--- config.mk ---
export PLATFORM = sky130hd
export DESIGN_NAME = rv64g_l1_probe_responder
export DESIGN_NICKNAME = d
export VERILOG_FILES = /design/src/rtl/rv64g_l1_probe_responder.sv
export SDC_FILE = /design/constraint.sdc
export NUM_CORES = 1
export LEC_CHECK = 0
export CAP_MARGIN = 10
export CORE_MARGIN = 2
export CORE_UTILIZATION = 42
export DETAILED_ROUTE_END_ITERATION = 7
export HOLD_SLACK_MARGIN = 0.15
export PLACE_DENSITY = 0.83
export SETUP_SLACK_MARGIN = 0.02
export SYNTH_ARGS = -nofsm -noshare
export SYNTH_HDL_FRONTEND = slang
export SYNTH_SLANG_ARGS = --single-unit
export TNS_END_PERCENT = 30
--- constraint.sdc ---
create_clock -name clk -period 2 [get_ports clk]
set_clock_uncertainty 0.05 [all_clocks]
set_input_delay 0.2 -clock clk [delete_from_list [all_inputs] [get_ports clk]]
set_output_delay 0.2 -clock clk [all_outputs]
set_load 0.02 [all_outputs]
--- src/rtl/rv64g_l1_probe_responder.sv ---
// rv64g_l1_probe_responder
// L1-side responder for L2-initiated TileLink channel-B Probes. It accepts one
// probe, looks up the line state in the L1 tag array, and answers on channel C.
// The answer is a single-beat ProbeAck, or a BEATS-beat ProbeAckData when a
// Dirty line is downgraded. It then writes the downgraded state back to the tag
// array. Only one probe is in flight at a time.
//
// Ports
//   clk, rst_n                     clock, async active-low reset
//   b_valid_i/b_ready_o            Probe handshake; b_addr_i, b_param_i (cap), b_source_i
//   lookup_req_o/lookup_addr_o     tag lookup request
//   lookup_valid_i/hit_i/state_i   tag lookup result (state: 0 N, 1 B, 2 T, 3 Dirty)
//   data_rd_o/data_beat_o          data array read; data_rdata_i valid the cycle after
//   c_valid_o/c_ready_i            channel-C handshake; c_opcode_o, c_param_o,
//                                  c_source_o, c_addr_o, c_data_o, c_last_o
//   update_o/update_state_o        one-cycle tag state writeback
//   busy_o                         FSM not idle
//
// Optional build macro L1_PROBE_STATS_EN adds the probe_cnt_o and dirty_ack_cnt_o
// 32-bit statistics counters.
//
// state     | meaning
// ----------+---------------------------------------------------------
// IDLE      | ready for a probe
// LOOKUP    | tag lookup outstanding
// RESP      | single-beat ProbeAck on C
// DATA_RD   | read strobe for the current beat
// DATA_SEND | ProbeAckData beat on C
// UPDATE    | one-cycle writeback of the new line state
module rv64g_l1_probe_responder #(
  parameter int ADDR_W   = 64,
  parameter int SOURCE_W = 6,
  parameter int DATA_W   = 64,
  parameter int BEATS    = 8,
  localparam int BEAT_W  = $clog2(BEATS)
) (
  input  logic                clk,
  input  logic                rst_n,
  input  logic                b_valid_i,
  output logic                b_ready_o,
  input  logic [ADDR_W-1:0]   b_addr_i,
  input  logic [1:0]          b_param_i,
  input  logic [SOURCE_W-1:0] b_source_i,
  output logic                lookup_req_o,
  output logic [ADDR_W-1:0]   lookup_addr_o,
  input  logic                lookup_valid_i,
  input  logic                lookup_hit_i,
  input  logic [1:0]          lookup_state_i,
  output logic                data_rd_o,
  output logic [BEAT_W-1:0]   data_beat_o,
  input  logic [DATA_W-1:0]   data_rdata_i,
  output logic                c_valid_o,
  input  logic                c_ready_i,
  output logic [2:0]          c_opcode_o,
  output logic [2:0]          c_param_o,
  output logic [SOURCE_W-1:0] c_source_o,
  output logic [ADDR_W-1:0]   c_addr_o,
  output logic [DATA_W-1:0]   c_data_o,
  output logic                c_last_o,
  output logic                update_o,
  output logic [1:0]          update_state_o,
  output logic                busy_o
`ifdef L1_PROBE_STATS_EN
  ,
  output logic [31:0]         probe_cnt_o,
  output logic [31:0]         dirty_ack_cnt_o
`endif
);

  typedef enum logic [2:0] {
    S_IDLE, S_LOOKUP, S_RESP, S_DATA_RD, S_DATA_SEND, S_UPDATE
  } state_t;

  localparam logic [1:0] ST_N = 2'd0, ST_B = 2'd1, ST_T = 2'd2, ST_D = 2'd3;
  localparam logic [1:0] CAP_T = 2'd0, CAP_B = 2'd1;
  localparam logic [2:0] P_TTOB = 3'd0, P_TTON = 3'd1, P_BTON = 3'd2,
                         P_TTOT = 3'd3, P_BTOB = 3'd4, P_NTON = 3'd5;
  localparam logic [2:0] OP_ACK = 3'd4, OP_ACK_DATA = 3'd5;
  localparam logic [BEAT_W-1:0] LAST_BEAT = BEAT_W'(BEATS - 1);

  state_t              state_q, state_d;
  logic [ADDR_W-1:0]   addr_q, addr_d;
  logic [1:0]          cap_q, cap_d;
  logic [SOURCE_W-1:0] source_q, source_d;
  logic [2:0]          cparam_q, cparam_d;
  logic [1:0]          new_state_q, new_state_d;
  logic [BEAT_W-1:0]   beat_q, beat_d;
  logic [DATA_W-1:0]   data_q, data_d;
  logic                rd_pend_q, rd_pend_d;

  // Lookup decode: a miss is an N line; cap 3 behaves as toN.
  logic [1:0] lk_state;
  logic [2:0] lk_cparam;
  logic [1:0] lk_new;
  logic       lk_data;

  always_comb begin
    lk_state  = lookup_hit_i ? lookup_state_i : ST_N;
    lk_cparam = P_NTON;
    lk_new    = ST_N;
    lk_data   = 1'b0;
    case (lk_state)
      ST_T, ST_D: begin
        if (cap_q == CAP_T) begin
          lk_cparam = P_TTOT;
          lk_new    = lk_state;
        end else if (cap_q == CAP_B) begin
          lk_cparam = P_TTOB;
          lk_new    = ST_B;
          lk_data   = (lk_state == ST_D);
        end else begin
          lk_cparam = P_TTON;
          lk_new    = ST_N;
          lk_data   = (lk_state == ST_D);
        end
      end
      ST_B: begin
        if (cap_q == CAP_T || cap_q == CAP_B) begin
          lk_cparam = P_BTOB;
          lk_new    = ST_B;
        end else begin
          lk_cparam = P_BTON;
          lk_new    = ST_N;
        end
      end
      default: begin
        lk_cparam = P_NTON;
        lk_new    = ST_N;
      end
    endcase
  end

  always_comb begin
    state_d        = state_q;
    addr_d         = addr_q;
    cap_d          = cap_q;
    source_d       = source_q;
    cparam_d       = cparam_q;
    new_state_d    = new_state_q;
    beat_d         = beat_q;
    data_d         = data_q;
    rd_pend_d      = 1'b0;
    b_ready_o      = 1'b0;
    lookup_req_o   = 1'b0;
    lookup_addr_o  = '0;
    data_rd_o      = 1'b0;
    data_beat_o    = '0;
    c_valid_o      = 1'b0;
    c_opcode_o     = '0;
    c_param_o      = '0;
    c_source_o     = '0;
    c_addr_o       = '0;
    c_data_o       = '0;
    c_last_o       = 1'b0;
    update_o       = 1'b0;
    update_state_o = '0;
    busy_o         = (state_q != S_IDLE);

    case (state_q)
      S_IDLE: begin
        b_ready_o = 1'b1;
        if (b_valid_i) begin
          addr_d   = b_addr_i;
          cap_d    = b_param_i;
          source_d = b_source_i;
          state_d  = S_LOOKUP;
        end
      end
      S_LOOKUP: begin
        lookup_req_o  = 1'b1;
        lookup_addr_o = addr_q;
        if (lookup_valid_i) begin
          cparam_d    = lk_cparam;
          new_state_d = lk_new;
          beat_d      = '0;
          state_d     = lk_data ? S_DATA_RD : S_RESP;
        end
      end
      S_RESP: begin
        c_valid_o  = 1'b1;
        c_opcode_o = OP_ACK;
        c_param_o  = cparam_q;
        c_source_o = source_q;
        c_addr_o   = addr_q;
        c_last_o   = 1'b1;
        if (c_ready_i) state_d = S_UPDATE;
      end
      S_DATA_RD: begin
        data_rd_o   = 1'b1;
        data_beat_o = beat_q;
        rd_pend_d   = 1'b1;
        state_d     = S_DATA_SEND;
      end
      S_DATA_SEND: begin
        // Read data is only guaranteed in the first SEND cycle; hold a copy
        // so a stalled beat stays stable.
        if (rd_pend_q) data_d = data_rdata_i;
        c_valid_o  = 1'b1;
        c_opcode_o = OP_ACK_DATA;
        c_param_o  = cparam_q;
        c_source_o = source_q;
        c_addr_o   = addr_q;
        c_data_o   = rd_pend_q ? data_rdata_i : data_q;
        c_last_o   = (beat_q == LAST_BEAT);
        if (c_ready_i) begin
          if (beat_q == LAST_BEAT) begin
            state_d = S_UPDATE;
          end else begin
            beat_d  = beat_q + BEAT_W'(1);
            state_d = S_DATA_RD;
          end
        end
      end
      S_UPDATE: begin
        update_o       = 1'b1;
        update_state_o = new_state_q;
        state_d        = S_IDLE;
      end
      default: state_d = S_IDLE;
    endcase
  end

  always_ff @(posedge clk or negedge rst_n) begin
    if (!rst_n) begin
      state_q     <= S_IDLE;
      addr_q      <= '0;
      cap_q       <= '0;
      source_q    <= '0;
      cparam_q    <= '0;
      new_state_q <= '0;
      beat_q      <= '0;
      data_q      <= '0;
      rd_pend_q   <= 1'b0;
    end else begin
      state_q     <= state_d;
      addr_q      <= addr_d;
      cap_q       <= cap_d;
      source_q    <= source_d;
      cparam_q    <= cparam_d;
      new_state_q <= new_state_d;
      beat_q      <= beat_d;
      data_q      <= data_d;
      rd_pend_q   <= rd_pend_d;
    end
  end

`ifdef L1_PROBE_STATS_EN
  logic [31:0] probe_cnt_q, dirty_ack_cnt_q;

  always_ff @(posedge clk or negedge rst_n) begin
    if (!rst_n) begin
      probe_cnt_q     <= '0;
      dirty_ack_cnt_q <= '0;
    end else begin
      if (b_valid_i && b_ready_o) probe_cnt_q <= probe_cnt_q + 32'd1;
      if (state_q == S_DATA_SEND && c_ready_i && beat_q == LAST_BEAT)
        dirty_ack_cnt_q <= dirty_ack_cnt_q + 32'd1;
    end
  end

  assign probe_cnt_o     = probe_cnt_q;
  assign dirty_ack_cnt_o = dirty_ack_cnt_q;
`endif

endmodule

; ---- Word-level counts from Yosys, hierarchy flattened
; Index checks and enable logic that the tools add are counted.
[classes]
add_sub_neg = 1
eq_ne = 15
mux = 37
n_reduce_logical = 11
[ops]
columns = operator, count
row1 = $mux W64, 4
row2 = $mux W3, 11
row3 = $pmux W3 S2, 3
row4 = $pmux W3 S5, 1
row5 = $mux W1, 11
row6 = $ne A2 B2 Y1 const B, 5
row7 = $eq A3 B3 Y1 const B, 3
row8 = $mux W2, 4
row9 = $reduce_and A4 Y1, 2
row10 = $eq A3 B2 Y1 const B, 2
row11 = $mux W6, 1
row12 = $eq A2 B1 Y1 const B, 2
row13 = $eq A2 B2 Y1 const B, 2
row14 = $pmux W2 S2, 1
row15 = $reduce_and A2 Y1, 2
row16 = $reduce_or A2 Y1, 2
row17 = $add A3 B1 Y3 const B, 1
row18 = $eq A3 B1 Y1 const B, 1
row19 = $logic_not A3 Y1, 1
row20 = $reduce_bool A3 Y1, 1
row21 = $logic_not A2 Y1, 1
row22 = $pmux W1 S2, 1
row23 = $reduce_bool A2 Y1, 1
row24 = $logic_or A1 B1 Y1, 1
[totals]
ff_bits = 148
in_bits = 144

; ---- Logic depth before layout (Yosys ltp)
[depth]
ltp_word = 7
ltp_mapped = 7
ltp_nobuf = 6

; ---- Least setup slack after synthesis
; No wires, ideal clock.
[synth_path]
path_type = flip-flop to flip-flop
from = reg state_q[2]
to = reg data_q[10]
arrival_time_ps = 1681
t_required_ps = 1825
setup_slack_ps = 144
stages_incl_launch_ff = 8
n_path_buf = 3
synth_period_minus_slack_ps = 1856
cell_sequence = dfrtp_1 > buf_4 > or3b_4 > inv_2 > and2_4 > buf_12 > buf_12 > mux2_4
[synth_between]
elab_chain_len = 1
[synth_rtl]
columns = element, line
row1 = "start, declared", 81  ; state_t state_q, state_d;
row2 = "start signal, assigned", 235  ; state_q <= state_d;
row3 = $eq A3 B3 Y1, 159  ; case (state_q)
row4 = "end signal, assigned", 242  ; data_q <= data_d;
row5 = "end, declared", 88  ; logic [DATA_W-1:0] data_q, data_d;
; No other way between the ends.
; A chain may end at the register's enable or synchronous reset.

; ---- Worst setup path after layout
[layout_path]
from = reg state_q[1]
to = out c_addr_o[29]
[layout_between]
elab_chain_len = 3
[layout_rtl]
columns = element, line
row1 = $eq A3 B3 Y1 / $eq A3 B2 Y1 (equally long branches), 159
row2 = $reduce_or A2 Y1 (no source line) *, -
row3 = $mux W64 *, 159
row4 = "end, declared", 57  ; output logic [ADDR_W-1:0] c_addr_o,
; Mark *: on every way between the ends. The rest lies on a longest branch, timed or not.

==> impl_results.md <==
- Slowest stage delay, CP: 460 ps
- Post-synth EDFFs: 0
- Critical Path Fanout Max: 6
- TritonCTS clock tree: done
- Routed wire length: 28200 um
- Worst hold slack: 279 ps
- # IOs: 360
- Final core utilization: 0.717
- Die ar.: 20000 sq um
- Mapped Cells: 665
- Top cells by count, synth: 148 x dfrtp_1, 140 x and2_1, 76 x mux2_2, 68 x nor2_1, 64 x mux2i_1
- Final setup viols: 332
- Hpwl dp: 17200 um
- FP Rows: 50
- Ant. Diodes: 0
- Largest net degree at the start of global routing: 67
- Initial antenna violation count: 0
- Final-report max-slew violation count: 0
- First-pass GRT wire length: 38600 um
- Core area: 18600 sq um
- Placer Congestion: 0.826
- CP Cell Sequence: buf_6, nand2b_4, a21oi_4, buf_6, buf_8, buf_12, buf_6, buf_6, buf_6, and2_4, buf_6
- Syn nets: 811
- Syn Area/Cell: 11.9 sq um
- Slowest-stage cell, CP: dfrtp_2
- Gr usage total: 0.251
- Area share of the largest cell type after synthesis: 0.467
- Cell with the most instances after synthesis: dfrtp_1
- Max-cap violations: 0
- DP Worst Slack: -166 ps
- Reg2Reg Setup Slack: -210 ps
- ANT nets after route: 0
- Total congestion overflow: 0
- FF-to-FF End: data_q[63]
- FF-to-FF Start: state_q[1]
- CP dominant cell by count: buf_6
- Yosys top cell by area: dfrtp_1
- Number of buffer and inverter stages on the critical path: 8
- Final Cell Area: 13400 sq um
- Initial core utilization: 0.426
- DR WL/cell: 21.3 um
- Synth Register Bits: 148
- Clock Pin Slew Worst Setup and Hold Paths: 70 ps
- Delay-heaviest family, CP: buffers and inverters
- Remaining DRCs: 0
- Hold Fails Final Rpt: 0
- CTS HTree Levels: 4
- CP arrival: 2110 ps
- Layout cell share with drive strength beyond 1: 0.460
- WP data required: 1750 ps
- Hold WC Path Type: in -> async
- LEAKAGE: 0.00682 uW
- Reg2reg path depth: 6
- Synthesized area: 7930 sq um
- Yosys warns: 0
- Clock Path Buffers: 2
- Failing checks: negative setup slack
- Final #Nets: 1220
- RSZ-0062 raised after global routing: true
- Number of distinct library cells after synthesis: 36
- Die W: 141 um
- DRT iter0 DRCs: 244
- Peak VDD IR: 0.960 mV
- Vias: 6775
- Endpoint class of the critical path: output pin
- Slew @ Worst Pin: 532 ps
- Ranking of synthesized cells by area: dfrtp_1 47%, mux2_4 11%, and2_1 11%
- Chip height: 141 um
- Status: finished with violations
- PwrDens: 1540 nW/um^2
- Seq/Total Area, Yosys: 0.467
- Post-DP Area: 11900 sq um
- Top_reg_cell synth: dfrtp_1
- Total iterations of the first detailed-routing run: 5
- Vias in the first global route: 6752
- Fmax: 424 MHz
- Final setup margin: -356 ps
- Clock period minus worst slack: 2360 ps
- Fraction of registers with async set or reset after synthesis: 1.00
- Slew headroom: 0.645
- CP Depth: 11
- Crit Path Class: reg -> out
- Element type at the critical path start: register
- # clock sinks: 148
- CTS root buf: clkbuf_16
- Post-route clock period utilization: 1.18
- Via density: 5.13
- # port buffers: 358
- Area grow syn2layout: 68.6%
- Clk_lat worst skew: 410 ps
- CTS Buf Count: 17
[where the power goes]
part,internal (uW),total [uW],switching (uW)
registers,4350,5460,1110
logic,6380,11600,5200
clock network,2140,3490,1350
[kinds of logic after synthesis]
kind of cell / Yosys count / synth area share
AOI/OAI and AO/OA: 24 / 0.0199
DFF: 148 / 0.467
other: 1 / 0.000473
and+or+nand+nor: 235 / 0.162
muxes: 200 / 0.302
buffers and inverters: 55 / 0.0453
adders and majority gates: 2 / 0.00315
[state kept, by name, indices dropped and copies added, names as in the netlist]
| name | count |
|---|---|
| source_q | 6 |
| rd_pend_q | 1 |
| cparam_q | 3 |
| cap_q | 2 |
| addr_q | 64 |
| data_q | 64 |
| beat_q | 3 |
| new_state_q | 2 |
| state_q | 3 |
[stage by stage]
step	TNS, ps	total power, uW	instances
floorplan	0	10600	665
global placement	-19560	14600	1245
detailed placement	-25240	14800	1245
CTS	-87440	19600	1306
global route	-65230	21400	1321
finish	-43500	20500	1321
[worst max-delay path by stage]
stage / start / endpoint / slack (ps)
after floorplan: state_q[2] / data_q[10] / 140
after global placement: state_q[1] / c_addr_o[1] / -150
after detailed placement: state_q[1] / c_addr_o[53] / -170
after CTS: state_q[2] / lookup_addr_o[44] / -590
after global routing: state_q[1] / c_addr_o[29] / -420
final: state_q[1] / c_addr_o[29] / -360
[cells in the final DEF (no fill, tap or decap), types with 22 or more instances in the layout]
cell type / netlist / final
nor2_1: 68 / 63
clkdlybuf4s50_1: 0 / 144
clkbuf_16: 0 / 22
dfrtp_1: 148 / 145
buf_4: 9 / 92
and2_1: 140 / 71
mux2i_1: 64 / 64
buf_6: 0 / 92
dlymetal6s2s_1: 0 / 50
mux2_4: 60 / 60
and2_4: 1 / 70
mux2_2: 76 / 76
[layer usage]
layer | up-vias | share of wire | GRT usage
li1 | 3059 | - | -
met1 | 3342 | 0.38 | 0.297
met2 | 323 | 0.52 | 0.436
met3 | 51 | 0.076 | 0.0715
met4 | 0 | 0.024 | 0.0879
met5 | - | 0 | 0
[what timing repair did]
| item | CTS | global route |
|---|---|---|
| hold buffers | 1 | 0 |
| cloned | 6 | 8 |
| resized for setup | 532 | 398 |
| hold endpoints to repair | 148 | 0 |
| buffers inserted | 22 | 12 |
| pin swaps | 5 | 4 |
| setup endpoints to repair | 347 | 353 |
[layout make-up]
cell class                 count  area, sq um
timing repair buffer         439         4600
sequential                   148         3710
multi-input combinational    462         4110
inverter                       6         22.5
clock inverter                14          200
clock buffer                  18          439
tap                          234          293
fill                        1261         5270
(Power assumes the default switching activity.)
